==> src/rtl/ps2_pkg.sv <==
// Shared definitions for the PS/2 event queue: parser states, prefix bytes,
// dropped keyboard responses and the packed key-event record.
package ps2_pkg;

  typedef enum logic [2:0] {
    ST_IDLE    = 3'd0,
    ST_EXT     = 3'd1,
    ST_REL     = 3'd2,
    ST_EXT_REL = 3'd3,
    ST_PAUSE   = 3'd4
  } ps2_state_e;

  localparam logic [7:0] PS2_EXT        = 8'hE0;
  localparam logic [7:0] PS2_REL        = 8'hF0;
  localparam logic [7:0] PS2_PAUSE      = 8'hE1;
  localparam logic [7:0] PS2_PAUSE_CODE = 8'h77;
  localparam int unsigned PAUSE_SKIP    = 7;

  localparam int unsigned EV_W = 10;

  typedef struct packed {
    logic       ext;
    logic       rel;
    logic [7:0] code;
  } ps2_event_t;

  // Keyboard responses (BAT, ACK, echo, resend, errors) that are not keys.
  function automatic logic is_dropped(input logic [7:0] b);
    logic hit;
    hit = 1'b0;
    case (b)
      8'h00, 8'hFF, 8'hAA, 8'hFA,
      8'hEE, 8'hFC, 8'hFD, 8'hFE: hit = 1'b1;
      default:                    hit = 1'b0;
    endcase
    return hit;
  endfunction

endpackage

==> src/rtl/ps2_event_fifo.sv <==
// Generic synchronous first-word-fall-through FIFO with a registered head,
// so the outputs keep the last delivered entry while the FIFO is empty.
module ps2_event_fifo #(
  parameter int unsigned WIDTH      = 10,
  parameter int unsigned DEPTH_LOG2 = 3
) (
  input  logic                  clk,
  input  logic                  reset,
  input  logic                  push,
  input  logic [WIDTH-1:0]      push_data,
  input  logic                  pop,
  output logic [WIDTH-1:0]      head,
  output logic                  empty,
  output logic                  full,
  output logic [DEPTH_LOG2:0]   count,
  output logic                  drop
);

  localparam int unsigned DEPTH = 1 << DEPTH_LOG2;

  logic [WIDTH-1:0]      mem [DEPTH];
  logic [DEPTH_LOG2-1:0] wr_ptr_q, wr_ptr_d;
  logic [DEPTH_LOG2-1:0] rd_ptr_q, rd_ptr_d;
  logic [DEPTH_LOG2-1:0] rd_next;
  logic [DEPTH_LOG2:0]   count_q, count_d;
  logic [WIDTH-1:0]      head_q, head_d;
  logic                  push_ok;
  logic                  pop_ok;

  always_comb begin
    empty   = (count_q == '0);
    full    = (count_q == (DEPTH_LOG2+1)'(DEPTH));
    pop_ok  = pop && !empty;
    push_ok = push && (!full || pop_ok);
    drop    = push && full && !pop_ok;
    rd_next = rd_ptr_q + 1'b1;
  end

  always_comb begin
    wr_ptr_d = wr_ptr_q;
    rd_ptr_d = rd_ptr_q;
    count_d  = count_q;
    head_d   = head_q;
    if (push_ok) wr_ptr_d = wr_ptr_q + 1'b1;
    if (pop_ok)  rd_ptr_d = rd_next;
    case ({push_ok, pop_ok})
      2'b10:   count_d = count_q + 1'b1;
      2'b01:   count_d = count_q - 1'b1;
      default: count_d = count_q;
    endcase
    // The head register tracks whatever entry will sit at rd_ptr next cycle.
    if (push_ok && (empty || (pop_ok && count_q == (DEPTH_LOG2+1)'(1)))) begin
      head_d = push_data;
    end else if (pop_ok && count_q > (DEPTH_LOG2+1)'(1)) begin
      head_d = mem[rd_next];
    end
  end

  always_ff @(posedge clk) begin
    if (push_ok) mem[wr_ptr_q] <= push_data;
  end

  always_ff @(posedge clk) begin
    if (reset) begin
      wr_ptr_q <= '0;
      rd_ptr_q <= '0;
      count_q  <= '0;
      head_q   <= '0;
    end else begin
      wr_ptr_q <= wr_ptr_d;
      rd_ptr_q <= rd_ptr_d;
      count_q  <= count_d;
      head_q   <= head_d;
    end
  end

  assign head  = head_q;
  assign count = count_q;

endmodule

==> src/rtl/ps2_event_queue.sv <==
// Folds the PS/2 receiver byte stream into {ext, release, code} key events,
// queues them for a valid/ready consumer and keeps sticky error status.
module ps2_event_queue
  import ps2_pkg::*;
#(
  parameter int unsigned DEPTH_LOG2     = 3,
  parameter int unsigned TIMEOUT_CYCLES = 1000000
) (
  input  logic                  clk,
  input  logic                  reset,
  input  logic [7:0]            code,
  input  logic                  strobe,
  input  logic                  err,
  input  logic                  ev_ready,
  output logic                  ev_valid,
  output logic [7:0]            ev_code,
  output logic                  ev_ext,
  output logic                  ev_release,
  output logic [DEPTH_LOG2:0]   count,
  output logic                  overflow,
  output logic                  rx_error,
  input  logic                  clr_status
);

  // Handshake: an event is consumed on every cycle where ev_valid && ev_ready;
  // ev_ready with ev_valid low has no effect, ev_valid never waits on ev_ready.

  localparam int unsigned TMO_W = (TIMEOUT_CYCLES > 2) ? $clog2(TIMEOUT_CYCLES) : 1;
  localparam logic [TMO_W-1:0] TMO_LAST = TMO_W'(TIMEOUT_CYCLES - 1);

  ps2_state_e       state_q, state_d;
  logic [2:0]       skip_q, skip_d;
  logic [TMO_W-1:0] tmo_q, tmo_d;
  logic [TMO_W-1:0] tmo_inc;
  logic             overflow_q, overflow_d;
  logic             rx_error_q, rx_error_d;

  logic             ev_push;
  ps2_event_t       ev_data;
  ps2_event_t       head;
  logic             fifo_empty;
  logic             fifo_full;
  logic             fifo_drop;

  always_comb begin
    state_d = state_q;
    skip_d  = skip_q;
    tmo_d   = tmo_q;
    tmo_inc = tmo_q + 1'b1;
    ev_push = 1'b0;
    ev_data = '0;
    if (err) begin
      state_d = ST_IDLE;
      skip_d  = '0;
      tmo_d   = '0;
    end else if (strobe) begin
      tmo_d = '0;
      case (state_q)
        ST_IDLE: begin
          if (code == PS2_EXT) begin
            state_d = ST_EXT;
          end else if (code == PS2_REL) begin
            state_d = ST_REL;
          end else if (code == PS2_PAUSE) begin
            state_d = ST_PAUSE;
            skip_d  = 3'(PAUSE_SKIP);
          end else if (!is_dropped(code)) begin
            ev_push = 1'b1;
            ev_data = '{ext: 1'b0, rel: 1'b0, code: code};
          end
        end
        ST_EXT: begin
          if (code == PS2_REL) begin
            state_d = ST_EXT_REL;
          end else begin
            state_d = ST_IDLE;
            ev_push = 1'b1;
            ev_data = '{ext: 1'b1, rel: 1'b0, code: code};
          end
        end
        ST_REL: begin
          state_d = ST_IDLE;
          ev_push = 1'b1;
          ev_data = '{ext: 1'b0, rel: 1'b1, code: code};
        end
        ST_EXT_REL: begin
          state_d = ST_IDLE;
          ev_push = 1'b1;
          ev_data = '{ext: 1'b1, rel: 1'b1, code: code};
        end
        ST_PAUSE: begin
          // The whole 8-byte Pause make collapses into a single event.
          skip_d = skip_q - 3'd1;
          if (skip_q == 3'd1) begin
            state_d = ST_IDLE;
            ev_push = 1'b1;
            ev_data = '{ext: 1'b1, rel: 1'b0, code: PS2_PAUSE_CODE};
          end
        end
        default: begin
          state_d = ST_IDLE;
          skip_d  = '0;
        end
      endcase
    end else if (state_q != ST_IDLE) begin
      // A lost byte would otherwise leave the parser stuck mid-sequence.
      if (tmo_inc == TMO_LAST) begin
        state_d = ST_IDLE;
        skip_d  = '0;
        tmo_d   = '0;
      end else begin
        tmo_d = tmo_inc;
      end
    end
  end

  always_comb begin
    overflow_d = (overflow_q && !clr_status) || fifo_drop;
    rx_error_d = (rx_error_q && !clr_status) || err;
  end

  always_ff @(posedge clk) begin
    if (reset) begin
      state_q    <= ST_IDLE;
      skip_q     <= '0;
      tmo_q      <= '0;
      overflow_q <= 1'b0;
      rx_error_q <= 1'b0;
    end else begin
      state_q    <= state_d;
      skip_q     <= skip_d;
      tmo_q      <= tmo_d;
      overflow_q <= overflow_d;
      rx_error_q <= rx_error_d;
    end
  end

  ps2_event_fifo #(
    .WIDTH      (EV_W),
    .DEPTH_LOG2 (DEPTH_LOG2)
  ) u_fifo (
    .clk       (clk),
    .reset     (reset),
    .push      (ev_push),
    .push_data (ev_data),
    .pop       (ev_ready),
    .head      (head),
    .empty     (fifo_empty),
    .full      (fifo_full),
    .count     (count),
    .drop      (fifo_drop)
  );

  assign ev_valid   = !fifo_empty;
  assign ev_code    = head.code;
  assign ev_ext     = head.ext;
  assign ev_release = head.rel;
  assign overflow   = overflow_q;
  assign rx_error   = rx_error_q;

  logic unused_full;
  assign unused_full = fifo_full;

endmodule

==> config.mk <==
export PLATFORM = sky130hd
export DESIGN_NAME = ps2_event_queue
export DESIGN_NICKNAME = d
export VERILOG_FILES = /design/src/rtl/ps2_pkg.sv /design/src/rtl/ps2_event_fifo.sv /design/src/rtl/ps2_event_queue.sv
export SDC_FILE = /design/constraint.sdc
export NUM_CORES = 1
export LEC_CHECK = 0
export ABC_AREA = 1
export ABC_CLOCK_PERIOD_IN_PS = 2600
export CAP_MARGIN = 5
export CORE_MARGIN = 2
export CORE_UTILIZATION = 45
export CTS_BUF_LIST = sky130_fd_sc_hd__clkbuf_4 sky130_fd_sc_hd__clkbuf_8
export CTS_CLUSTER_SIZE = 24
export DETAILED_ROUTE_END_ITERATION = 16
export PLACE_DENSITY_LB_ADDON = 0.15
export SLEW_MARGIN = 20
export SYNTH_ARGS = -nofsm -noshare
export SYNTH_HDL_FRONTEND = slang
export SYNTH_SLANG_ARGS = --single-unit
==> constraint.sdc <==
create_clock -name clk -period 2.6 [get_ports clk]
set_input_delay 0.39 -clock clk [delete_from_list [all_inputs] [get_ports clk]]
set_output_delay 0.39 -clock clk [all_outputs]
set_load 0.05 [all_outputs]
==> reports/results.ini, run 1 <==
[cells_and_area]
fin_cells = 1001
fillers = 1274
layout-drive-gt1-share_pct = 13.76
utilization_pct = 54.26
design_area_mm2 = 0.007532
area_delta_synth_final_pct = 18.09
diodes = 0
final_nets = 833

[critical_path]
reg2reg_to = u_fifo.head[9]$_SDFFE_PP0P_
cp.required_ns = 2.97
cp_cell_sequence = buf_4 -> nor3_1 -> inv_1 -> o21ai_1 -> buf_4 -> inv_1 -> nor2_1 -> o21ai_1 -> a21oi_1
path_max_fanout = 9
crit_path_start = state_q[2]$_SDFFE_PP0P_
criticalPathCategory = flop to flop
ff2ff_setup_slack_ns = 0.22
cp.arrival_ns = 2.76
rr_worst_depth = 9
slowest_stage = nor2_1
start_kind = flop
slowest_delay_ns = 0.58
r2r_start = state_q[2]$_SDFFE_PP0P_
critPathCaptureType = flop

[global_routing]
track_usage_pct = 21.00
grt_first_pass_wirelength_mm = 24.12
antenna_found_initial = 0
gr-total-overflow = 0
grt_pass1_vias = 5135
grt_start_max_net_pins = 41

[hold_path]
min_path_cells = 2
hold_end = overflow$_SDFF_PP0_
hold_start = overflow$_SDFF_PP0_
hold_path.class = flop to flop

[yosys]
ys_ff_latch = 128
synth_area_leaders = edfxtp_1 38%, dfxtp_1 15%, nand2_1 8.8%
yosysSeqAreaShare_pct = 52.73
synth_ff_type = edfxtp_1
yosysWarnings = 0
synth_cell_types = 42
synth_most_common_cell = nand2_1
syn_area_mm2 = 0.006379
synth_common_cells = 150 x nand2_1, 106 x nor2_1, 80 x edfxtp_1, 58 x inv_1, 50 x nand3_1
synth_edf_count = 80
avgSynthCellArea_um2 = 8.631
async_reset_ff_share_pct = 0
synth_nets = 763
synth_top_cell_area_share_pct = 37.66
synth_area_leader_cell = edfxtp_1
synth_cells = 739

[clocking]
clock_sinks = 128
post_cts_buffers = 0
cts_tree = yes
clkLatencyLatePin_ns = 0.45
cts-root-buf = clkbuf_8
clk_pin_slew_ns = 0.07
cts_buffers = 17
clock_path_buffers = 2
htreeDepth = 4

[place]
dp.cells = 970
io_buffer_count = 30
dpl.hpwl_mm = 10.96
place_area_mm2 = 0.007153
gp_congestion = 0.9281

[floorplanning]
die_h_um = 123.1
die_w_um = 123.1
start_util_pct = 45.95
core-area_mm2 = 0.01388
io_pins = 31
die_area_mm2 = 0.01514
num_rows = 43

[detailed_routing]
drt-met1-wl_mm = 6.540
wl_mm = 15.11
dr.pass1.iters = 5
wl_met3_um = 743
top_layer_used = met4
post_drt_wl_per_cell_um = 15.10
drc = 0
wl_met2_mm = 7.543
drtIter0Drc = 357
ant_nets = 0
num_vias = 5304
viasPerCell = 5.299

[sta]
slew_headroom_pct = 48.35
grt_setup_unrepaired = no
final_max_slew_viol_count = 0
finalHoldViolations = 0
min_period_ns = 2.382
timing.fmax_ghz = 0.4197
tns_ns = 0
fin_crit_sh_pct = 91.63
worst_pin_slew_ns = 0.7719
fin_skew_ns = 0.01049
holdWs_ns = 0.4677
setup_viol = 0

[outcome]
status = finished clean

[power]
irDropWorstVdd_v = 0.0003379
leakagePower_nw = 2.776
power_per_cell_area_mw_per_mm2 = 823.4

[flow_run]
drv_cap = 0

==> cell families (layout without fill, tap and decap cells) <==
group / after synthesis / count (layout) / synth area share, %
and+or+nand+nor: 359 / 359 / 25.54
AOI/OAI and AO/OA: 142 / 142 / 13.12
DFF: 128 / 128 / 52.73
buffers and inverters: 95 / 177 / 5.963
adders and majority gates: 10 / 10 / 1.962
xor gates and xnor gates: 5 / 5 / 0.6865
==> area by class of cell <==
class                      count  area [µm²]  share of cell area [%]
clock buffer                  18       241.5                   3.206
clock inverter                13       138.9                   1.844
inverter                      69       259.0                   3.439
multi-input combinational    516        2640                   35.05
sequential                   128        3363                   44.65
tap                          180       225.2                   2.990
timing repair buffer          77       664.4                   8.821
==> power breakdown <==
group	leakage (nW)	switching [mW]	internal, mW
clock	0.184	0.803	0.858
combinational	1.45	1.45	0.722
sequential	1.14	0.0832	2.28
total	2.78	2.34	3.86
==> worst max path at each step <==
stage | end | cells after the start | slack, ns
after floorplan | u_fifo.mem[0][0]$_DFFE_PP_ | 8 | 0.01
after global placement | u_fifo.mem[1][3]$_DFFE_PP_ | 15 | -0.05
after detailed placement | u_fifo.mem[1][2]$_DFFE_PP_ | 15 | -0.15
after CTS | u_fifo.head[9]$_SDFFE_PP0P_ | 9 | 0.24
after global routing | u_fifo.head[9]$_SDFFE_PP0P_ | 9 | 0.08
final | u_fifo.head[9]$_SDFFE_PP0P_ | 9 | 0.22
==> stage by stage <==
step | setup slack [ns] | power, mW
2_1_floorplan | 0.01436 | 3.889
4_1_cts | 0.2374 | 6.244
5_1_grt | 0.08159 | 6.525
6_report | 0.2175 | 6.202
3_3_place_gp | -0.05156 | 4.570
3_5_place_dp | -0.1535 | 4.603
==> placed cells by master, fill, tap and decap left out, types with 3 or more instances in the layout <==
master	netlist	routed
clkbuf_8	0	17
nand3_1	50	50
nand4_1	9	9
o21ai_0	45	45
clkdlybuf4s50_1	0	29
ha_1	10	10
o21ai_1	15	15
inv_2	8	8
nand3_2	6	6
nor2_1	106	106
inv_1	58	58
inv_6	0	3
clkinvlp_4	0	3
buf_4	2	46
nor3_2	2	3
a21oi_1	49	49
clkinv_1	3	5
nand2_4	4	4
dfxtp_1	48	48
xor2_1	4	4
nand2_1	150	150
edfxtp_1	80	80
o221ai_1	20	20
nor2_4	5	5
nor2_2	4	4
nor3_1	13	12
a211oi_1	3	3
==> worst max-delay path, delay by kind of cell, from the launching register on <==
kind	cells	cell delay, ns
AND/OR/NAND/NOR	2	0.87
buffers and inverters	4	0.47
AO/OA/AOI/OAI	3	0.66
flip-flops	1	0.32
==> registers in the layout, summed over array words and instances (netlist names) <==
| name | cells |
|---|---|
| u_fifo.mem | 80 |
| tmo_q | 20 |
| rx_error | 1 |
| skip_q | 3 |
| u_fifo.head | 10 |
| u_fifo.wr_ptr_q | 3 |
| u_fifo.count | 4 |
| state_q | 3 |
| u_fifo.rd_ptr_q | 3 |
| overflow | 1 |
==> layer usage <==
| metal | GRT usage (%) | up-vias |
|---|---|---|
| met5 | 0 | - |
| li1 | - | 2679 |
| met1 | 24.61 | 2461 |
| met4 | 8.594 | 0 |
| met2 | 36.74 | 140 |
| met3 | 5.212 | 24 |
==> repair_timing <==
action / in CTS / in global routing
hold buffers: 0 / 0
endpoints found under the hold margin: 0 / 0
gates resized for setup: 1 / 0
setup endpoints to repair: 1 / 0
Power figures use the tool's default switching activity.
==> inputs of run 2 (changes only) <==
--- a/config.mk
+++ b/config.mk
@@ -13,7 +13,8 @@
 export CTS_BUF_LIST = sky130_fd_sc_hd__clkbuf_4 sky130_fd_sc_hd__clkbuf_8
 export CTS_CLUSTER_SIZE = 24
 export DETAILED_ROUTE_END_ITERATION = 16
-export PLACE_DENSITY_LB_ADDON = 0.15
+export HOLD_SLACK_MARGIN = 0.1
+export PLACE_DENSITY = 0.66
 export SLEW_MARGIN = 20
 export SYNTH_ARGS = -nofsm -noshare
 export SYNTH_HDL_FRONTEND = slang
==> run 2 against run 1 <==
Effect of this change:
- via count up 1.1%
- die area unchanged
- hold slack better by 0.014 ns
- power up 1.2%
- sequential cell count unchanged
- routed wire length up 0.98%
- non-clock buffer count down 1
==> reports/results.ini, run 2 (synthesized netlist as in run 1, its figures left out) <==
[sta]
final_max_slew_viol_count = 0
min_period_ns = 2.349
setup_viol = 0
holdWs_ns = 0.4821
finalHoldViolations = 0
timing.fmax_ghz = 0.4256
fin_crit_sh_pct = 90.37
fin_skew_ns = 0.01879
slew_headroom_pct = 40.76
worst_pin_slew_ns = 0.8854
grt_setup_unrepaired = no

[floorplanning]
core-area_mm2 = 0.01388
die_area_mm2 = 0.01514
die_h_um = 123.1
num_rows = 43
io_pins = 31
die_w_um = 123.1
start_util_pct = 45.95

[critical_path]
slowest_delay_ns = 0.48
cp.arrival_ns = 2.49
start_kind = flop
slowest_stage = dfxtp_1
cp.required_ns = 2.74
cp_cell_sequence = inv_2 -> nor2_2 -> nand3_2 -> inv_2 -> nor2_1 -> o21ai_1 -> nor2_2 -> nand2_4 -> nand3_2 -> or2_4 -> nor2_1 -> buf_4
path_max_fanout = 10
criticalPathCategory = flop to flop
critPathCaptureType = flop
ff2ff_setup_slack_ns = 0.25

[clocking]
clkLatencyLatePin_ns = 0.44
cts_tree = yes
cts_buffers = 17
clock_sinks = 128
htreeDepth = 4
clock_path_buffers = 2
clk_pin_slew_ns = 0.08
cts-root-buf = clkbuf_8

[power]
combPwrFrac_pct = 34.9
power_switching_mw = 2.367
leakagePower_nw = 2.793
netSwitchingFraction_pct = 37.71
power.internal_mw = 3.909
clockPowerShare_pct = 27.4
seqPwrFrac_pct = 37.7
power_per_cell_area_mw_per_mm2 = 832.2
irDropWorstVdd_v = 0.0003328

[detailed_routing]
viasPerCell = 5.358
ant_nets = 0
post_drt_wl_per_cell_um = 15.24
drc = 0
dr.pass1.iters = 5
num_vias = 5363
drtIter0Drc = 507
wl_mm = 15.26

[global_routing]
track_usage_pct = 21.91
grt_first_pass_wirelength_mm = 25.45
gr-total-overflow = 0
antenna_found_initial = 0
grt_start_max_net_pins = 44
grt_pass1_vias = 5247

[outcome]
status = finished clean

[cells_and_area]
largest-register = u_fifo.mem
final_common_cell = nand2_1
final_nets = 832
layout_common_cells = 150 x nand2_1, 106 x nor2_1, 80 x edfxtp_1
largest_reg_flops = 80
area_delta_synth_final_pct = 18.22
diodes = 0
fillers = 1256
layout-drive-gt1-share_pct = 14.01
fin_cells = 1001

[place]
dp.cells = 969
dpl.hpwl_mm = 10.89
gp_congestion = 0.9462
io_buffer_count = 30

[flow_run]
drv_cap = 0

[hold_path]
hold_path.class = flop to flop

==> run 2: cell count changes in the layout (fill, tap and decap cells not counted), sizes merged <==
cell      previous run  this run
clkinvlp             3         0
clkbuf              18        20
buf                 47        46
clkinv               8         9
inv                 69        70
==> run 2: stage by stage <==
step	cell area [µm²]	worst slack, ns	TNS [ns]	util (%)	total power, mW
finish	7541	0.2505	0	54.33	6.276
global route	7541	0.02097	0	54.33	6.622
CTS	7541	0.2499	0	54.33	6.300
detailed placement	7146	-0.1305	-4.942	51.48	4.594
global placement	7146	-0.05129	-1.887	51.48	4.551
floorplan	6384	0.01436	0	-	3.889
==> run 2: per-layer routing <==
metal | global-route usage [%] | part of all wire, % | vias up
li1 | - | - | 2667
met1 | 28.76 | 44 | 2491
met2 | 35.88 | 48 | 178
met3 | 4.982 | 6.3 | 27
met4 | 7.386 | 1.6 | 0
met5 | 0 | 0 | -
==> run 2: critical path, delay by kind of cell (launching register included) <==
family | cells | cell delay [ns]
AND/OR/NAND/NOR | 8 | 0.95
AO/OA/AOI/OAI | 1 | 0.13
flip-flops | 1 | 0.48
buffers and inverters | 3 | 0.47
==> run 2: repair_timing <==
item,CTS,global route
buffers inserted,0,0
hold endpoints to repair,0,0
resized for setup,1,0
endpoints found under the setup margin,1,0
hold buffers,0,0
==> run 2: cell type report <==
type	count	area (µm²)	share of cell area [%]
inverters	69	259.0	3.435
well taps	180	225.2	2.987
repair buffers	76	656.9	8.711
clock buffers	20	262.8	3.484
multi-input cells	516	2640	35.01
flip-flops and latches	128	3363	44.60
clock inverters	12	133.9	1.775
==> run 2: worst paths after layout <==
check,depth (start not counted),from,end
worst min-delay path,2,overflow$_SDFF_PP0_,overflow$_SDFF_PP0_
worst min register to register,2,overflow$_SDFF_PP0_,overflow$_SDFF_PP0_
worst max register to register,12,state_q[2]$_SDFFE_PP0P_,u_fifo.mem[4][1]$_DFFE_PP_
worst max-delay path,12,state_q[2]$_SDFFE_PP0P_,u_fifo.mem[4][1]$_DFFE_PP_
==> run 2: power groups by stage <==
stage                     Clock (mW)  Combinational, mW  Sequential, mW
after floorplan                    0               1.17            2.72
after global placement             0               2.15            2.40
after detailed placement           0               2.19            2.41
after CTS                       1.75               2.19            2.36
after global routing            1.84               2.41            2.38
final                           1.72               2.19            2.36
==> inputs of run 3 (changes only) <==
--- a/config.mk
+++ b/config.mk
@@ -15,7 +15,9 @@
 export DETAILED_ROUTE_END_ITERATION = 16
 export HOLD_SLACK_MARGIN = 0.1
 export PLACE_DENSITY = 0.66
+export SETUP_SLACK_MARGIN = 0.02
 export SLEW_MARGIN = 20
 export SYNTH_ARGS = -nofsm -noshare
 export SYNTH_HDL_FRONTEND = slang
+export SYNTH_HIERARCHICAL = 1
 export SYNTH_SLANG_ARGS = --single-unit
==> run 3 against run 2 <==
Effect of this change:
- synthesized area rose by 5.5%
- sequential cell count did not move
- non-clock buffer count rose by 3
- die area rose by 5.3%
- utilization rose by 0.56 points
- clock-buffer cell count did not move
- sequential share of layout area fell by 2.6 points
- critical path depth fell by 6
- clock power fell by 12%
- critical endpoint is now ev_valid
- largest cell class unchanged
==> reports/results.ini, run 3 <==
[cells_and_area]
final_nets = 930
largest_reg_flops = 80
utilization_pct = 54.89
largest-register = u_fifo/mem
diodes = 0
final_common_cell = nand2_1
multi_input_area_mm2 = 0.002908
area_delta_synth_final_pct = 19.00
regArea_mm2 = 0.003363
layout_common_cells = 239 x nand2_1, 116 x inv_1, 89 x nand3_1
design_area_mm2 = 0.008008
fin_cells = 1103
fillers = 1328
layout-drive-gt1-share_pct = 17.30

[sta]
worst_slack_ns = 0.2424
final_max_slew_viol_count = 0
finalHoldViolations = 0
worst_pin_slew_ns = 0.7340
timing.fmax_ghz = 0.4242
tns_ns = 0
grt_setup_unrepaired = no
setup_viol = 0
fin_crit_sh_pct = 90.68
slew_headroom_pct = 51.07
fin_skew_ns = 0.01707
holdWs_ns = 0.4917
min_period_ns = 2.358

[clocking]
clk_pin_slew_ns = 0.08
cts_tree = yes
htreeDepth = 4
clock_sinks = 128
clock_path_buffers = 2
cts_buffers = 17
ctsHoldBuffers = 0
clkLatencyLatePin_ns = 0.43
cts-root-buf = clkbuf_8

[global_routing]
grt_pass1_vias = 5158
track_usage_pct = 19.94
gr-total-overflow = 0
grt_first_pass_wirelength_mm = 25.48
antenna_found_initial = 0
grt_start_max_net_pins = 43

[place]
dp.cells = 1069
gp_congestion = 0.8373
place_area_mm2 = 0.007496
dpl.hpwl_mm = 10.39
pre_cts_slack_ns = -0.5049
io_buffer_count = 30

[yosys]
synth_cell_types = 38
async_reset_ff_share_pct = 0
avgSynthCellArea_um2 = 8.107
ys_ff_latch = 128
synth_area_leaders = edfxtp_1 36%, dfxtp_1 14%, nand2_1 13%
yosysWarnings = 6
synth_most_common_cell = nand2_1
synth_ff_type = edfxtp_1
synth_edf_count = 80
synth_top_cell_area_share_pct = 35.70
syn_area_mm2 = 0.006729
yosysSeqAreaShare_pct = 49.98
synth_common_cells = 241 x nand2_1, 119 x inv_1, 90 x nand3_1, 80 x edfxtp_1, 68 x nor2_1
synth_area_leader_cell = edfxtp_1
synth_nets = 854
synth_cells = 830

[detailed_routing]
num_vias = 5474
drt-met1-wl_mm = 7.497
viasPerCell = 4.963
drtIter0Drc = 422
wl_mm = 15.15
wl_met3_um = 660
ant_nets = 0
drc = 0
top_layer_used = met4
post_drt_wl_per_cell_um = 13.74
wl_met2_mm = 6.857
dr.pass1.iters = 5

[floorplanning]
die_w_um = 126.3
start_util_pct = 46.12
io_pins = 31
die_area_mm2 = 0.01595
core-area_mm2 = 0.01459
num_rows = 44
die_h_um = 126.3

[hold_path]
hold_path.class = flop to flop
min_path_cells = 2

[critical_path]
ff2ff_setup_slack_ns = 0.28
start_kind = flop
path_max_fanout = 5
criticalPathCategory = flop to output port
rr_worst_depth = 16
cp.required_ns = 2.21
cp.arrival_ns = 1.97
critPathCaptureType = output port

[power]
power_mw = 6.232
irDropWorstVdd_v = 0.0005642
leakagePower_nw = 3.346
power_per_cell_area_mw_per_mm2 = 778.2

[flow_run]
drv_cap = 0

[outcome]
status = finished clean

[run 3: report_power, final]
group / switching [mW] / internal (mW) / leakage [nW] / total, mW
Sequential: 0.0903 / 2.27 / 1.14 / 2.36
Combinational: 1.57 / 0.776 / 2.03 / 2.35
Clock: 0.801 / 0.721 / 0.169 / 1.52
[run 3: cells by family after synthesis]
group	after synthesis	share of synthesized area (%)
buffers and inverters	145	8.590
xor gates and xnor gates	11	1.655
and+or+nand+nor	466	32.37
DFF	128	49.98
AOI/OAI and AO/OA	70	5.541
adders and majority gates	10	1.859
[run 3: what timing repair did]
action / 4_1_cts / 5_1_grt
endpoints found under the setup margin: 31 / 102
hold endpoints to repair: 0 / 0
buffers inserted: 0 / 1
pin swaps: 1 / 7
gates cloned: 0 / 1
gates resized for setup: 4 / 44
[run 3: metal layers]
metal / up-vias / GRT usage (%)
met5: - / 0
met4: 0 / 5.042
met3: 11 / 3.951
met2: 121 / 30.30
met1: 2507 / 29.39
li1: 2835 / -
[run 3: area by class of cell]
type,count,share of cell area [%]
Clock inverter,12,1.078
Tap cell,184,2.875
Multi-Input combinational cell,557,36.31
Clock buffer,20,3.359
Inverter,123,5.766
Sequential cell,128,42.00
Timing Repair Buffer,79,8.609
[run 3: worst max-delay path: stages (launching register included)]
cell and delay, ns:
dfxtp_1 0.41, inv_1 0.12, ha_1 0.27, nand2_2 0.13
inv_1 0.05, inv_1 0.04, dlygate4sd2_1 0.51
[run 3: final timing paths]
| kind | startpoint | to |
|---|---|---|
| max | u_fifo/count[0]$_SDFFE_PP0P_ | ev_valid |
| min | skip_q[2]$_SDFFE_PP0P_ | skip_q[2]$_SDFFE_PP0P_ |
| max reg2reg | state_q[0]$_SDFFE_PP0P_ | u_fifo/mem[2][7]$_DFFE_PP_ |
| min reg2reg | skip_q[2]$_SDFFE_PP0P_ | skip_q[2]$_SDFFE_PP0P_ |
